<file path="config.mk">
export PLATFORM = sky130hd
export DESIGN_NAME = latch_wb_skid_flat
export DESIGN_NICKNAME = d
export VERILOG_FILES = /design/src/rtl/latch_wb_skid_if.sv /design/src/rtl/latch_wb_skid.sv /design/src/flat_wrapper.sv
export SDC_FILE = /design/constraint.sdc
export NUM_CORES = 1
export LEC_CHECK = 0
export ABC_AREA = 1
export BUFFER_PORTS_ARGS = -buffer_cell sky130_fd_sc_hd__buf_2
export CAP_MARGIN = 20
export CORE_MARGIN = 1
export CORE_UTILIZATION = 40
export CTS_CLUSTER_SIZE = 24
export DETAILED_ROUTE_END_ITERATION = 16
export PLACE_DENSITY = 0.6
export SLEW_MARGIN = 20
export SYNTH_ARGS = -nofsm -noshare
export SYNTH_HDL_FRONTEND = slang
export SYNTH_SLANG_ARGS = --single-unit
</file>
<file path="constraint.sdc">
create_clock -name clk -period 3.3 [get_ports clk]
set_input_delay 0.33 -clock clk [delete_from_list [all_inputs] [get_ports clk]]
set_output_delay 0.33 -clock clk [all_outputs]
set_load 0.01 [all_outputs]
</file>
<file path="src/rtl/latch_wb_skid_if.sv">
// Handshake bundle for the MEM->WB pipeline register.
// "in_*" is the upstream (producer) side and "out_*" is the downstream (consumer) side.
// The slave modport is the register itself. The master modport is whoever drives it.
interface latch_wb_skid_if #(
  parameter int DATA_W = 32,
  parameter int RN_W   = 5
) ();
  logic              in_valid;
  logic              in_ready;
  logic              in_wreg;
  logic [RN_W-1:0]   in_wn;
  logic [DATA_W-1:0] in_res;
  logic              out_valid;
  logic              out_ready;
  logic              out_wreg;
  logic [RN_W-1:0]   out_wn;
  logic [DATA_W-1:0] out_res;

  modport master (
    output in_valid, in_wreg, in_wn, in_res, out_ready,
    input  in_ready, out_valid, out_wreg, out_wn, out_res
  );

  modport slave (
    input  in_valid, in_wreg, in_wn, in_res, out_ready,
    output in_ready, out_valid, out_wreg, out_wn, out_res
  );
endinterface

</file>
<file path="src/rtl/latch_wb_skid.sv">
// MEM->WB pipeline register with a valid/ready handshake and a 2-entry skid buffer.
// The head slot H drives the outputs. The skid slot S only fills while H is blocked.
// As a result, in_ready comes straight from a flop and has no combinational path from out_ready.
// Optional feature: define LATCH_WB_STALL_CNT_EN to add a saturating stall-cycle counter on stall_cnt.
module latch_wb_skid #(
  parameter int DATA_W = 32,
  parameter int RN_W   = 5
`ifdef LATCH_WB_STALL_CNT_EN
  , parameter int CNT_W = 16
`endif
) (
  input  logic             clk,
  input  logic             clr,
  input  logic             flush,
  latch_wb_skid_if.slave   bus
`ifdef LATCH_WB_STALL_CNT_EN
  , output logic [CNT_W-1:0] stall_cnt
`endif
);

  // Occupancy encoding. TWO means the skid slot holds the younger entry.
  localparam logic [1:0] ST_EMPTY = 2'd0;
  localparam logic [1:0] ST_ONE   = 2'd1;
  localparam logic [1:0] ST_TWO   = 2'd2;

  logic [1:0]        state_q, state_d;
  logic              in_ready_q;

  logic              h_wreg_q, h_wreg_d;
  logic [RN_W-1:0]   h_wn_q,   h_wn_d;
  logic [DATA_W-1:0] h_res_q,  h_res_d;

  logic              s_wreg_q, s_wreg_d;
  logic [RN_W-1:0]   s_wn_q,   s_wn_d;
  logic [DATA_W-1:0] s_res_q,  s_res_d;

  logic              out_valid;
  logic              acc;
  logic              pop;

  assign out_valid = (state_q != ST_EMPTY);
  assign acc       = bus.in_valid & in_ready_q;
  assign pop       = out_valid & bus.out_ready;

  // Next occupancy and slot loads. Flush wins and loads nothing, so a squashed
  // offer never leaks onto out_wn/out_res.
  always_comb begin
    state_d  = state_q;
    h_wreg_d = h_wreg_q;
    h_wn_d   = h_wn_q;
    h_res_d  = h_res_q;
    s_wreg_d = s_wreg_q;
    s_wn_d   = s_wn_q;
    s_res_d  = s_res_q;
    if (flush) begin
      state_d = ST_EMPTY;
    end else begin
      case (state_q)
        ST_EMPTY: begin
          if (acc) begin
            state_d  = ST_ONE;
            h_wreg_d = bus.in_wreg;
            h_wn_d   = bus.in_wn;
            h_res_d  = bus.in_res;
          end
        end
        ST_ONE: begin
          if (acc && pop) begin
            h_wreg_d = bus.in_wreg;
            h_wn_d   = bus.in_wn;
            h_res_d  = bus.in_res;
          end else if (acc) begin
            state_d  = ST_TWO;
            s_wreg_d = bus.in_wreg;
            s_wn_d   = bus.in_wn;
            s_res_d  = bus.in_res;
          end else if (pop) begin
            state_d = ST_EMPTY;
          end
        end
        ST_TWO: begin
          // in_ready is low here, so only a pop can move the state.
          if (pop) begin
            state_d  = ST_ONE;
            h_wreg_d = s_wreg_q;
            h_wn_d   = s_wn_q;
            h_res_d  = s_res_q;
          end
        end
        default: state_d = ST_EMPTY;
      endcase
    end
  end

  // Occupancy, registered ready and both storage slots.
  always_ff @(posedge clk or posedge clr) begin
    if (clr) begin
      state_q    <= ST_EMPTY;
      in_ready_q <= 1'b1;
      h_wreg_q   <= 1'b0;
      h_wn_q     <= '0;
      h_res_q    <= '0;
      s_wreg_q   <= 1'b0;
      s_wn_q     <= '0;
      s_res_q    <= '0;
    end else begin
      state_q    <= state_d;
      in_ready_q <= (state_d != ST_TWO);
      h_wreg_q   <= h_wreg_d;
      h_wn_q     <= h_wn_d;
      h_res_q    <= h_res_d;
      s_wreg_q   <= s_wreg_d;
      s_wn_q     <= s_wn_d;
      s_res_q    <= s_res_d;
    end
  end

  assign bus.in_ready  = in_ready_q;
  assign bus.out_valid = out_valid;
  assign bus.out_wreg  = out_valid & h_wreg_q;
  assign bus.out_wn    = h_wn_q;
  assign bus.out_res   = h_res_q;

`ifdef LATCH_WB_STALL_CNT_EN
  logic [CNT_W-1:0] stall_cnt_q;

  // Count cycles where the head is valid but not consumed. The counter saturates,
  // and only clr clears it.
  always_ff @(posedge clk or posedge clr) begin
    if (clr) begin
      stall_cnt_q <= '0;
    end else if (out_valid && !bus.out_ready && (stall_cnt_q != '1)) begin
      stall_cnt_q <= stall_cnt_q + 1'b1;
    end
  end

  assign stall_cnt = stall_cnt_q;
`endif

endmodule
</file>
<file path="src/flat_wrapper.sv">
// flat-port wrapper written by rule: the top's interface ports become plain ports
module latch_wb_skid_flat 
#(
  parameter int DATA_W = 32,
  parameter int RN_W   = 5

)
  (clk, clr, flush, bus_in_valid, bus_in_wreg, bus_in_wn, bus_in_res, bus_out_ready, bus_in_ready, bus_out_valid, bus_out_wreg, bus_out_wn, bus_out_res);
  latch_wb_skid_if #(.DATA_W(DATA_W), .RN_W(RN_W)) bus_i ();
  input  logic clk;
  input  logic clr;
  input  logic flush;
  input wire logic [$bits(bus_i.in_valid)-1:0] bus_in_valid;
  input wire logic [$bits(bus_i.in_wreg)-1:0] bus_in_wreg;
  input wire logic [$bits(bus_i.in_wn)-1:0] bus_in_wn;
  input wire logic [$bits(bus_i.in_res)-1:0] bus_in_res;
  input wire logic [$bits(bus_i.out_ready)-1:0] bus_out_ready;
  output wire logic [$bits(bus_i.in_ready)-1:0] bus_in_ready;
  output wire logic [$bits(bus_i.out_valid)-1:0] bus_out_valid;
  output wire logic [$bits(bus_i.out_wreg)-1:0] bus_out_wreg;
  output wire logic [$bits(bus_i.out_wn)-1:0] bus_out_wn;
  output wire logic [$bits(bus_i.out_res)-1:0] bus_out_res;
  assign bus_i.in_valid = bus_in_valid;
  assign bus_i.in_wreg = bus_in_wreg;
  assign bus_i.in_wn = bus_in_wn;
  assign bus_i.in_res = bus_in_res;
  assign bus_i.out_ready = bus_out_ready;
  assign bus_in_ready = bus_i.in_ready;
  assign bus_out_valid = bus_i.out_valid;
  assign bus_out_wreg = bus_i.out_wreg;
  assign bus_out_wn = bus_i.out_wn;
  assign bus_out_res = bus_i.out_res;
  latch_wb_skid #(.DATA_W(DATA_W), .RN_W(RN_W)) u_core (.clk(clk), .clr(clr), .flush(flush), .bus(bus_i));
endmodule
</file>
==> run_results.csv, run 1 <==
group,metric,value,unit
clocking,cts_setup_buffers,0,
layout,final_cell_mix,"237 x nand2_1, 114 x nand3_1, 82 x buf_2, 77 x dfrtp_1, 10 x clkbuf_8",
route,drcViolationCount,6,
flow_run,drv_cap,0,
place,dp_cells,646,
clocking,clk_pin_slew,0.09,ns
route,wl_met3,429,um
place,place_hpwl,5.530,mm
synth,ys_warn_count,0,
floorplanning,die-area,9648,sq um
sta,fin_skew,0.01130,ns
synth,synth_top_family_by_area,"simple AND/OR/NAND/NOR gates",
critical_path,path_common_cell,"nand2_1",
sta,finalCriticalPeriod,2.295,ns
place,io_buffers,82,
synth,synth-seq-cells,79,
global_routing,grt-ovfl-total,0,
sta,finalMaxSlewViolations,0,
clocking,cts-root-buf,"clkbuf_8",
floorplanning,die_x,98.23,um
critical_path,worst_path_largest_cell_delay,0.94,ns
critical_path,slowest_stage,"dfrtp_2",
synth,syn_avg_cell_area,7.636,sq um
power,p_sw_frac,0.3089,
synth,synth_simple_gate_area_frac,0.4034,
synth,synth_fp_nets,528,
critical_path,path_max_fanout,44,
sta,setup_ws,1.005,ns
power,power_density,578.4,nW/um^2
synth,ys_top_cells_by_area,"dfrtp_1 53%, nand2_1 24%, nand3_1 16%, buf_2 2.7%, buf_4 1.2%",
critical_path,end_kind,"register",
sta,tns,0,ns
run_status,status,"finished, violations left",
clocking,clock-sinks,79,
global_routing,grt_max_degree,80,
global_routing,grt_pass1_vias,3367,
power,p_clk_frac,0.287,
layout,utilization,0.4929,
synth,synth-seq-area-share,0.5341,
layout,final_common_cell,"nand2_1",
synth,synth_xor_area_frac,0,
route,via_per_inst,5.026,
floorplanning,dieHeight,98.23,um
power,p_seq_frac,0.515,
clocking,clkLatencyLatePin,0.34,ns
route,first_pass_iters,10,
synth,syn_area,3704,sq um
route,top_layer_used,"met4",
power,intPower,1.743,mW
clocking,cts_tree,"yes",
sta,rsz0062_at_grt,"no",
synth,yosys.area.top_type_share,0.5270,
critical_path,required,3.52,ns
global_routing,grt_usage,0.2084,
layout,syn2layout_area_growth,17.77,%
power,irDropWorstVdd,0.0002632,V
critical_path,crit_family,"simple AND/OR/NAND/NOR gates",
layout,fin_nets,592,
critical_path,reg2reg_depth,5,
power,p_leak,2.506,nW
critical_path,critical_path.cell_chain,"inv_1 -> nand2_1 -> nand3_2 -> nand2_1 -> nand2_1",
place,dp_slack,0.9633,ns
route,drtAntennaViolNets,0,
place,dpl_cell_area,4164,sq um
sta,hold_violations,0,
route,drtIter0Drc,200,
critical_path,path_buf_inv,1,
min_path,hp-class,"in -> async",
clocking,post_cts_resized,0,
route,wl_met2,4.146,mm
floorplanning,rows,34,
critical_path,start_kind,"register",
sta,max_slew_margin,0.4289,
synth,yosysUniqueCellTypes,14,
critical_path,arrival,2.52,ns
sta,fin_crit_sh,0.6956,
floorplanning,ios,83,
floorplanning,initial_core_util,0.4186,
critical_path,path_class,"reg -> reg",
floorplanning,core,8848,sq um
clocking,clock_path_buffers,2,
layout,final_cells,662,
route,wl_met1,4.413,mm
global_routing,antenna_found_initial,0,
synth,muxShareOfSynthArea,0,
run_status,violations,"DRC",
route,detail_route.wl_per_cell,13.76,um
clocking,holdBufCountCts,0,
clocking,cts_buffers,9,
power,p_switching,779.3,uW
sta,max_freq,435.7,MHz
sta,setup_viol,0,
route,wl,9.108,mm
power,total_power,2.523,mW
synth,synth-compound-area-share,0.004054,
place,gp_congestion,0.7570,
layout,final_cell_area,4362,sq um
layout,num_antenna_cells,0,
sta,holdWs,0.06506,ns
synth,netlist_instances,485,
critical_path,critical_path_cell_count,5,
global_routing,grt_pass1_wl,16.10,mm
layout,drive_gt1_frac,0.2058,
power,comb_power_share,0.198,
clocking,htree_levels,3,
sta,worst_slew_pin_slew,0.8567,ns
synth,synthAdderAreaFrac,0,
route,num_vias,3327,
synth,synth_area_leader_cell,"dfrtp_1",
==> Yosys cell counts, drive strengths merged <==
cell    instances
o21ai           2
a21oi           1
dfrtp          78
dfstp           1
nand2         237
nor3            1
buf            27
nor2            5
nand3         115
clkbuf         10
inv             8
==> worst paths after layout <==
kind / startpoint / end / slack (ns)
max in group asynchronous: clr / u_core.bus.in_ready / 2.89
setup / recovery: u_core.state_q[1] / u_core.bus.out_res[29] / 1.00
hold reg to reg: u_core.s_res_q[28] / u_core.s_res_q[28] / 0.48
min in group clk: bus_in_res[24] / u_core.s_res_q[24] / 0.23
setup reg to reg: u_core.state_q[1] / u_core.bus.out_res[29] / 1.00
hold / removal: clr / u_core.bus.out_res[12] / 0.07
==> final cells by class <==
cell class / count / area, sq um
Fill cell: 911 / 4487
Sequential cell: 79 / 1979
Multi-Input combinational cell: 361 / 1535
Timing Repair Buffer: 90 / 483.0
Clock buffer: 10 / 137.6
Tap cell: 108 / 135.1
Clock inverter: 6 / 60.06
Inverter: 8 / 31.28
==> worst reg2reg max path, delay by kind of cell (launching register included) <==
kind                   cells  cell delay [ns]
AND/OR/NAND/NOR            4             1.10
flip-flops                 1             0.94
buffers and inverters      1             0.14
==> power by group through the flow <==
stage,Combinational (mW),Sequential [mW],Clock [mW]
final,0.501,1.30,0.724
after global routing,0.585,1.33,0.788
after CTS,0.513,1.30,0.750
after detailed placement,0.511,1.32,0
after global placement,0.497,1.31,0
after floorplan,0.286,1.34,0
==> sequential cells by signal, summed over array words and instances (netlist names) <==
register	cells
u_core.bus.out_res	32
u_core.state_q	2
u_core.bus.in_ready	1
u_core.h_wreg_q	1
u_core.s_wn_q	5
u_core.bus.out_wn	5
u_core.s_res_q	32
u_core.s_wreg_q	1
==> per-layer routing <==
| layer | vias up | track usage |
|---|---|---|
| met5 | - | 0 |
| met4 | 0 | 0.07003 |
| met3 | 10 | 0.03293 |
| met2 | 92 | 0.3261 |
| met1 | 1554 | 0.2962 |
| li1 | 1671 | - |
==> kinds of logic after synthesis <==
family / after synthesis
simple gates: 358
buf+inv: 45
flops: 79
compound gates: 3
No activity file was read; power rests on OpenSTA's default activity.
==> inputs of run 2 (changes only) <==
- clock period: 3.3 -> 2.26 ns (I/O delays scaled with it)
==> run_results.csv, run 2 (synthesized netlist as in run 1, its figures left out) <==
group,metric,value,unit
floorplanning,ios,83,
floorplanning,core,8848,sq um
power,total_power,3.676,mW
sta,tns,0,ns
route,first_pass_iters,13,
critical_path,start_kind,"register",
floorplanning,dieHeight,98.23,um
critical_path,required,2.55,ns
min_path,hp-class,"in -> reg",
power,intPower,2.533,mW
floorplanning,initial_core_util,0.4186,
critical_path,path_max_fanout,24,
clocking,clock_path_buffers,2,
route,drtIter0Drc,186,
layout,fillers,897,
global_routing,grt_max_degree,53,
clocking,cts-root-buf,"clkbuf_8",
power,p_sw_frac,0.3109,
place,place_hpwl,6.012,mm
clocking,cts_tree,"yes",
critical_path,worst_path_largest_cell_delay,0.58,ns
route,drtAntennaViolNets,0,
layout,syn2layout_area_growth,19.63,%
power,comb_power_share,0.207,
critical_path,end_kind,"register",
power,p_leak,2.544,nW
critical_path,slowest_stage,"dfrtp_2",
critical_path,path_common_cell,"nor2_1",
power,power_density,829.8,nW/um^2
sta,finalCriticalPeriod,1.708,ns
global_routing,antenna_found_initial,0,
clocking,clkLatencyLatePin,0.34,ns
floorplanning,rows,34,
clocking,cts_buffers,9,
floorplanning,die_x,98.23,um
sta,finalMaxSlewViolations,0,
critical_path,path_class,"reg -> reg",
layout,drive_gt1_frac,0.2093,
floorplanning,die-area,9648,sq um
route,detail_route.wl_per_cell,14.12,um
global_routing,grt_pass1_wl,16.41,mm
global_routing,grt_usage,0.2150,
critical_path,crit_family,"simple AND/OR/NAND/NOR gates",
sta,max_freq,585.4,MHz
clocking,clk_pin_slew,0.08,ns
sta,max_slew_margin,0.6571,
sta,fin_skew,0.009198,ns
global_routing,grt_pass1_vias,3352,
clocking,htree_levels,3,
clocking,post_cts_resized,0,
layout,utilization,0.5007,
critical_path,path_buf_inv,1,
route,num_vias,3369,
critical_path,arrival,1.99,ns
power,irDropWorstVdd,0.0003504,V
run_status,violations,"DRC",
route,drcViolationCount,5,
route,wl,9.419,mm
sta,setup_ws,0.5519,ns
layout,fin_nets,597,
sta,fin_crit_sh,0.7558,
sta,worst_slew_pin_slew,0.5137,ns
place,gp_congestion,0.7705,
sta,hold_violations,0,
layout,num_antenna_cells,0,
place,dp_slack,0.5572,ns
clocking,cts_setup_buffers,0,
sta,setup_viol,0,
global_routing,grt-ovfl-total,0,
power,p_seq_frac,0.515,
power,p_clk_frac,0.279,
sta,rsz0062_at_grt,"no",
place,io_buffers,82,
layout,final_cell_mix,"237 x nand2_1, 114 x nand3_1, 82 x buf_2, 77 x dfrtp_1, 9 x clkbuf_8",
flow_run,drv_cap,0,
power,p_switching,1.143,mW
critical_path,critical_path.cell_chain,"nor2_1 -> nor2_1 -> nor2_4 -> buf_12 -> nand3_1 -> nand2_1",
run_status,status,"finished, violations left",
clocking,clock-sinks,79,
route,via_per_inst,5.051,
layout,final_common_cell,"nand2_1",
## run 2: cell count changes in the layout (fill, tap and decap cells not counted), sizes merged
| cell | change |
|---|---|
| clkinv | +1 |
| dlygate4sd3 | +1 |
| buf | +4 |
| clkinvlp | -1 |
## run 2: through the flow
step                      instances  hold slack, ns  instance area, sq um
after floorplan                 485          0.3705                  3704
after global placement          650          0.2655                  4232
after detailed placement        650          0.2710                  4232
after CTS                       667          0.1130                  4431
after global routing            667          0.1158                  4431
final                           667          0.1285                  4431
## run 2: metal layers
layer  global-route usage  up-vias  share of wire
met4              0.07692        0          0.016
met2               0.3288      110           0.44
met1               0.3057     1571           0.48
met3              0.04080       12          0.059
li1                     -     1676              -
met5                    0        -              0
## run 2: power by group through the flow
stage | clock network, mW | logic, mW | registers [mW]
6_report | 1.02 | 0.760 | 1.89
5_1_grt | 1.13 | 0.879 | 1.93
4_1_cts | 1.06 | 0.775 | 1.89
3_5_place_dp | 0 | 0.771 | 1.92
3_3_place_gp | 0 | 0.747 | 1.91
2_1_floorplan | 0 | 0.418 | 1.95
## run 2: layout make-up
| class | count | area [sq um] | share of cell area |
|---|---|---|---|
| Sequential cell | 79 | 1979 | 0.4468 |
| Multi-Input combinational cell | 361 | 1535 | 0.3465 |
| Timing Repair Buffer | 95 | 560.5 | 0.1265 |
| Tap cell | 108 | 135.1 | 0.03050 |
| Clock buffer | 10 | 127.6 | 0.02881 |
| Clock inverter | 6 | 61.31 | 0.01384 |
| Inverter | 8 | 31.28 | 0.007060 |
## run 2: timing repair
item / CTS / global route
setup endpoints to repair: 0 / 0
endpoints found under the hold margin: 26 / 0
hold buffers: 1 / 0
## run 2: worst min-delay path, stage by stage
cell	delay, ns
buf_2	0.09
nand3_1	0.06
nand2_1	0.06
## run 2: worst paths after layout
path	from	to	slack, ns	cells after the start
min in group asynchronous	clr	u_core.bus.out_res[11]	0.45	3
max	u_core.state_q[1]	u_core.bus.out_res[3]	0.55	6
max in group asynchronous	clr	u_core.s_res_q[3]	1.16	4
min reg2reg	u_core.bus.out_wn[1]	u_core.bus.out_wn[1]	0.48	2
min	bus_in_res[29]	u_core.s_res_q[29]	0.13	3
max reg2reg	u_core.state_q[1]	u_core.bus.out_res[3]	0.55	6
